### config.mk
export PLATFORM = sky130hd
export DESIGN_NAME = sfifo_fwft
export DESIGN_NICKNAME = d
export VERILOG_FILES = /design/src/rtl/fifo_pkg.sv /design/src/rtl/sfifo_regfile.sv /design/src/rtl/sfifo_fwft.sv
export SDC_FILE = /design/constraint.sdc
export NUM_CORES = 1
export LEC_CHECK = 0
export ABC_AREA = 0
export CORE_MARGIN = 1.5
export CORE_UTILIZATION = 57
export DETAILED_ROUTE_END_ITERATION = 10
export PLACE_DENSITY = 0.88
export SLEW_MARGIN = 20
export SYNTH_ARGS = -nofsm -noshare
export SYNTH_HDL_FRONTEND = slang
export SYNTH_SLANG_ARGS = --single-unit
### constraint.sdc
create_clock -name clk -period 3.3 [get_ports clk]
set_input_delay 0.495 -clock clk [delete_from_list [all_inputs] [get_ports clk]]
set_output_delay 0.495 -clock clk [all_outputs]
set_load 0.05 [all_outputs]
### src/rtl/fifo_pkg.sv
// Shared definitions for the single-clock FIFO family: sizing helpers and read-mode constants.
package fifo_pkg;

  // Read-mode selector values for the FWFT parameter
  localparam int FIFO_STD  = 0;
  localparam int FIFO_FWFT = 1;

  // Ceiling log2, used to size address ports from a word count
  function automatic int clog2(input int value);
    int result;
    int v;
    result = 0;
    v      = value - 1;
    while (v > 0) begin
      result = result + 1;
      v      = v >> 1;
    end
    return result;
  endfunction

  // Number of words addressed by an ADDRLEN-bit storage address
  function automatic int fifo_depth(input int addrlen);
    return 1 << addrlen;
  endfunction

  // Pointers carry one extra wrap bit so full and empty are distinguishable
  function automatic int fifo_ptr_w(input int addrlen);
    return addrlen + 1;
  endfunction

  // Default geometry shared by the FIFO variants
  localparam int FIFO_DEF_ADDRLEN = 3;
  localparam int FIFO_DEF_DEPTH   = 1 << FIFO_DEF_ADDRLEN;
  localparam int FIFO_DEF_PTR_W   = FIFO_DEF_ADDRLEN + 1;

endpackage

### src/rtl/sfifo_regfile.sv
// DEPTH x DATALEN register array: synchronous write, asynchronous read.
module sfifo_regfile
  import fifo_pkg::*;
#(
  parameter int DATALEN = 8,
  parameter int DEPTH   = FIFO_DEF_DEPTH,
  parameter int ADDR_W  = clog2(DEPTH)
) (
  input  logic               clk,
  input  logic               we,
  input  logic [ADDR_W-1:0]  waddr,
  input  logic [DATALEN-1:0] wdata,
  input  logic [ADDR_W-1:0]  raddr,
  output logic [DATALEN-1:0] rdata
);

  logic [DATALEN-1:0] mem [DEPTH];

  // Storage is never reset; only written words are ever read back
  always_ff @(posedge clk) begin
    if (we) mem[waddr] <= wdata;
  end

  assign rdata = mem[raddr];

endmodule

### src/rtl/sfifo_fwft.sv
// Single-clock FIFO with occupancy count, almost flags, sticky error flags,
// synchronous flush and selectable standard / first-word-fall-through read.
module sfifo_fwft
  import fifo_pkg::*;
#(
  parameter int DATALEN   = 8,
  parameter int ADDRLEN   = FIFO_DEF_ADDRLEN,
  parameter int FWFT      = FIFO_STD,
  parameter int AFULL_TH  = 6,
  parameter int AEMPTY_TH = 1
) (
  input  logic               clk,
  input  logic               rst_n,
  input  logic               clr,
  input  logic               winc,
  input  logic [DATALEN-1:0] wdata,
  input  logic               rinc,
  output logic [DATALEN-1:0] rdata_o,
  output logic               full_o,
  output logic               empty_o,
  output logic               afull_o,
  output logic               aempty_o,
  output logic [ADDRLEN:0]   count_o,
  output logic               ovf_o,
  output logic               udf_o
);

  localparam int DEPTH = fifo_depth(ADDRLEN);
  localparam int PTR_W = fifo_ptr_w(ADDRLEN);

  localparam logic [PTR_W-1:0] DEPTH_C  = PTR_W'(DEPTH);
  localparam logic [PTR_W-1:0] AFULL_C  = PTR_W'(AFULL_TH);
  localparam logic [PTR_W-1:0] AEMPTY_C = PTR_W'(AEMPTY_TH);

  logic [PTR_W-1:0]   wptr, rptr;
  logic [PTR_W-1:0]   wptr_nxt, rptr_nxt, count_nxt;
  logic               we, re;
  logic [DATALEN-1:0] mem_rdata;

  // Acceptance is judged on the registered flags, so full is never bypassed by a same-cycle read
  always_comb begin
    we        = winc & ~full_o & ~clr;
    re        = rinc & ~empty_o & ~clr;
    wptr_nxt  = wptr + PTR_W'(we);
    rptr_nxt  = rptr + PTR_W'(re);
    count_nxt = wptr_nxt - rptr_nxt;
  end

  // Pointers, count and flags; flush behaves exactly like reset
  always_ff @(posedge clk) begin
    if (!rst_n || clr) begin
      wptr     <= '0;
      rptr     <= '0;
      count_o  <= '0;
      full_o   <= 1'b0;
      empty_o  <= 1'b1;
      afull_o  <= (AFULL_C == '0);
      aempty_o <= 1'b1;
      ovf_o    <= 1'b0;
      udf_o    <= 1'b0;
    end else begin
      wptr     <= wptr_nxt;
      rptr     <= rptr_nxt;
      count_o  <= count_nxt;
      full_o   <= (count_nxt == DEPTH_C);
      empty_o  <= (count_nxt == '0);
      afull_o  <= (count_nxt >= AFULL_C);
      aempty_o <= (count_nxt <= AEMPTY_C);
      ovf_o    <= ovf_o | (winc & full_o);
      udf_o    <= udf_o | (rinc & empty_o);
    end
  end

  sfifo_regfile #(
    .DATALEN (DATALEN),
    .DEPTH   (DEPTH),
    .ADDR_W  (ADDRLEN)
  ) u_regfile (
    .clk   (clk),
    .we    (we),
    .waddr (wptr[ADDRLEN-1:0]),
    .wdata (wdata),
    .raddr (rptr[ADDRLEN-1:0]),
    .rdata (mem_rdata)
  );

  generate
    if (FWFT == FIFO_FWFT) begin : g_fwft
      // Head word is shown directly; it is valid whenever empty_o is low
      assign rdata_o = mem_rdata;
    end else begin : g_std
      // Registered read: head word captured on the edge that pops it
      always_ff @(posedge clk) begin
        if (!rst_n || clr) rdata_o <= '0;
        else if (re)       rdata_o <= mem_rdata;
      end
    end
  endgenerate

endmodule

==> reports/metrics.csv <==
stage,metric,value,unit
cts,CTS resizes,0,
critical_path,crit path launch type,input port,
timing,Highest Clock Rate,366,MHz
cts,CTS Hold Buffers Added,0,
synthesis,cell taking the most area after synthesis,edfxtp_1,
power,pwr dens,473,nW/um^2
critical_path,crit path DAT,2.99,ns
synthesis,register area share after synthesis,0.689,
min_path,hold endpoint,ovf_o,
global_route,grt total ovfl,0,
min_path,worst min path class,reg2reg,
global_route,pin count of the biggest net entering global routing,37,
final_layout,n_diodes,0,
floorplan,core area,5960,um^2
route,Routed WL,6780,um
route,vias per cell,5.64,
synthesis,Syn Area/Cell,15.2,um^2
cts,Clock Tree Root,clkbuf_8,
global_route,met1 Usage GRT,0.266,
final_layout,post-route cell area,4160,um^2
critical_path,kind of critical path,in2reg,
synthesis,ys async rst share,0,
route,Wirelength per Cell,18.8,um
cts,CTS H-tree depth,3,
route,first-pass detailed-route iteration total,4,
cts,Clock Latency Late Sink,0.36,ns
global_route,first-pass GRT wire length,10100,um
route,ANT nets after route,0,
floorplan,Placement Rows,28,
critical_path,FF-to-FF End,empty_o,
synthesis,Yosys cell types,36,
timing,Setup Total Neg Slack,0,ns
synthesis,"count leader, synth",edfxtp_1,
timing,Tightest Pin Transition,0.710,ns
timing,Slew Limit Headroom,0.526,
synthesis,Ys Warns,0,
power,part of the power in registers,0.622,
timing,Setup Viol. Count Final,0,
global_route,GR Layer Usage met3,0.0478,
placement,placed cell area,3990,um^2
floorplan,Initial Utilization,0.596,
final_layout,Post-Layout Cell Count,361,
synthesis,Post-synth EDFFs,64,
timing,Final Critical Period,2.73,ns
power,VDD IR max,0.000384,V
power,Comb pwr share,0.048,
final_layout,# nets final,303,
final_layout,Layout Area Growth over Synthesis,17.2,%
critical_path,Reg2Reg Depth,8,
floorplan,die area,6710,um^2
synthesis,Syn Nets,256,
run,max-cap viol count,0,
timing,RSZ-0062 raised after global routing,no,
timing,fin. max-slew vios,0,
timing,Final WS setup,0.567,ns
power,P_sw,0.436,mW
placement,dpl cells,345,
global_route,gr busiest metal,met2,
synthesis,Commonest cells post-synth,"edfxtp_1 (64), dfxtp_1 (26), mux2i_1 (16), nor2_1 (16), a21oi_1 (13)",
route,initial DRC count,134,
min_path,Worst Hold Launch,ovf_o,
synthesis,Synth area leaders,"edfxtp_1 (54%), dfxtp_1 (15%), mux2i_1 (4.5%)",
cts,Clock Sinks,90,
synthesis,"Top FF cell, synth",edfxtp_1,
cts,Clock transition at path regs,0.09,ns
final_layout,layout cell share with drive strength beyond 1,0.143,
synthesis,synthesized flop and latch total,90,
placement,# port buffers,30,
run_status,status,"finished, final reports clean",
cts,CTS tree,done,
cts,CTS buffer count,9,
floorplan,die height,81.9,um
timing,post-route clock period utilization,0.828,
global_route,GRT Util Overall,0.222,
power,Static Leak,1.40,nW
critical_path,beginning of the worst register-to-register path,full_o,
power,P_int,1.53,mW
min_path,Worst Hold Depth,2,
synthesis,Post-Syn Instances,234,
critical_path,flop-to-flop setup slack,0.86,ns
placement,RD Place Congestion,0.783,
placement,DP HPWL,4310,um
cts,clock buffer depth,2,
route,post-route DRC violation count,0,
global_route,initial antenna violation count,0,
power,Clock Power Share,0.330,
timing,final hold vios,0,
floorplan,I/O pin cnt,31,
timing,Worst Skew,0.0165,ns
placement,Setup WS pre-CTS,0.217,ns
critical_path,CP required,3.56,ns
floorplan,die width,81.9,um
critical_path,Critical Path Sink Type,flip-flop,
synthesis,Syn Std Cell Area,3550,um^2
critical_path,Worst Path Max Fanout,5,
route,via count,2036,
power,Net Sw Frac,0.222,
cts,Post-CTS Setup Bufs,0,
synthesis,area share of the largest cell type after synthesis,0.542,
global_route,vias in the first global route,1975,
global_route,met2 track demand over resource,0.386,
-- layout make-up --
class                           count  area (um^2)
Inverter                            3         11.3
Multi-Input combinational cell    132         1030
Fill cell                         389         1800
Sequential cell                    90         2440
Tap cell                           75         93.8
Clock buffer                       10          128
Clock inverter                      6         41.3
Timing Repair Buffer               45          413
-- per-stage QoR --
| step | total power, mW | hold WS (ns) | util |
|---|---|---|---|
| after floorplan | 1.30 | 0.531 | - |
| after global placement | 1.34 | 0.447 | 0.670 |
| after detailed placement | 1.34 | 0.457 | 0.670 |
| after CTS | 1.97 | 0.480 | 0.698 |
| after global routing | 2.02 | 0.494 | 0.698 |
| final | 1.97 | 0.474 | 0.698 |
-- power by group through the flow --
stage / combinational [mW] / sequential, mW / clock (mW)
after floorplan: 0.0301 / 1.27 / 0
after global placement: 0.0907 / 1.25 / 0
after detailed placement: 0.0936 / 1.25 / 0
after CTS: 0.0942 / 1.22 / 0.657
after global routing: 0.102 / 1.22 / 0.697
final: 0.0945 / 1.22 / 0.650
-- cell usage in the layout (no fill, tap or decap), drive strengths merged, types with 2 or more instances in the layout --
cell	instances
xor2	5
clkbuf	10
mux2	14
nor2	16
inv	4
a221o	7
nor2b	6
clkdlybuf4s50	30
nand2	6
a21o	2
edfxtp	64
buf	15
clkinv	4
o21ai	8
ha	8
a21oi	14
o22ai	7
nor3	3
mux2i	16
dfxtp	26
a211oi	2
xnor2	2
nand2b	4
and2	6
nand3	2
-- metal layers --
| metal | routed length, um | up-vias | part of all wire |
|---|---|---|---|
| li1 | - | 970 | - |
| met4 | 112 | 0 | 0.017 |
| met5 | 0 | - | 0 |
| met2 | 3500 | 60 | 0.52 |
| met1 | 2830 | 994 | 0.42 |
| met3 | 336 | 12 | 0.050 |
-- sequential cells by signal, summed over array words and instances, names as in the netlist --
register and cells:
rdata_o 8, ovf_o 1, u_regfile.mem 64, wptr 4, rptr 4, udf_o 1
count_o 4, afull_o 1, full_o 1, aempty_o 1, empty_o 1
-- critical path, cell delays in order --
cell and delay [ns]:
clkdlybuf4s50_1 0.49, nor3b_1 0.39, ha_1 0.28, ha_1 0.30, ha_1 0.32, a21o_1 0.19, a21oi_2 0.18, xnor2_2 0.13
a31o_1 0.22
-- logic make-up (layout without fill, tap and decap cells) --
logic type | count (synthesis) | after routing | share of synthesized area
buffers and inverters | 12 | 64 | 0.0215
AND/OR/NAND/NOR | 45 | 45 | 0.0656
XOR/XNOR | 7 | 7 | 0.0258
flip-flops | 90 | 90 | 0.689
adder cells (fa/ha/maj) | 9 | 9 | 0.0339
AO/OA/AOI/OAI | 41 | 41 | 0.0751
multiplexers | 30 | 30 | 0.0896
-- how the worst max path moves through the flow --
stage / start / end / slack [ns] / depth (start not counted)
6_report: clr / empty_o / 0.57 / 9
5_1_grt: clr / full_o / 0.37 / 9
4_1_cts: clr / empty_o / 0.61 / 9
3_5_place_dp: clr / empty_o / 0.22 / 9
3_3_place_gp: clr / empty_o / 0.31 / 9
2_1_floorplan: empty_o / empty_o / 0.50 / 11
Power figures use the tool's default switching activity.
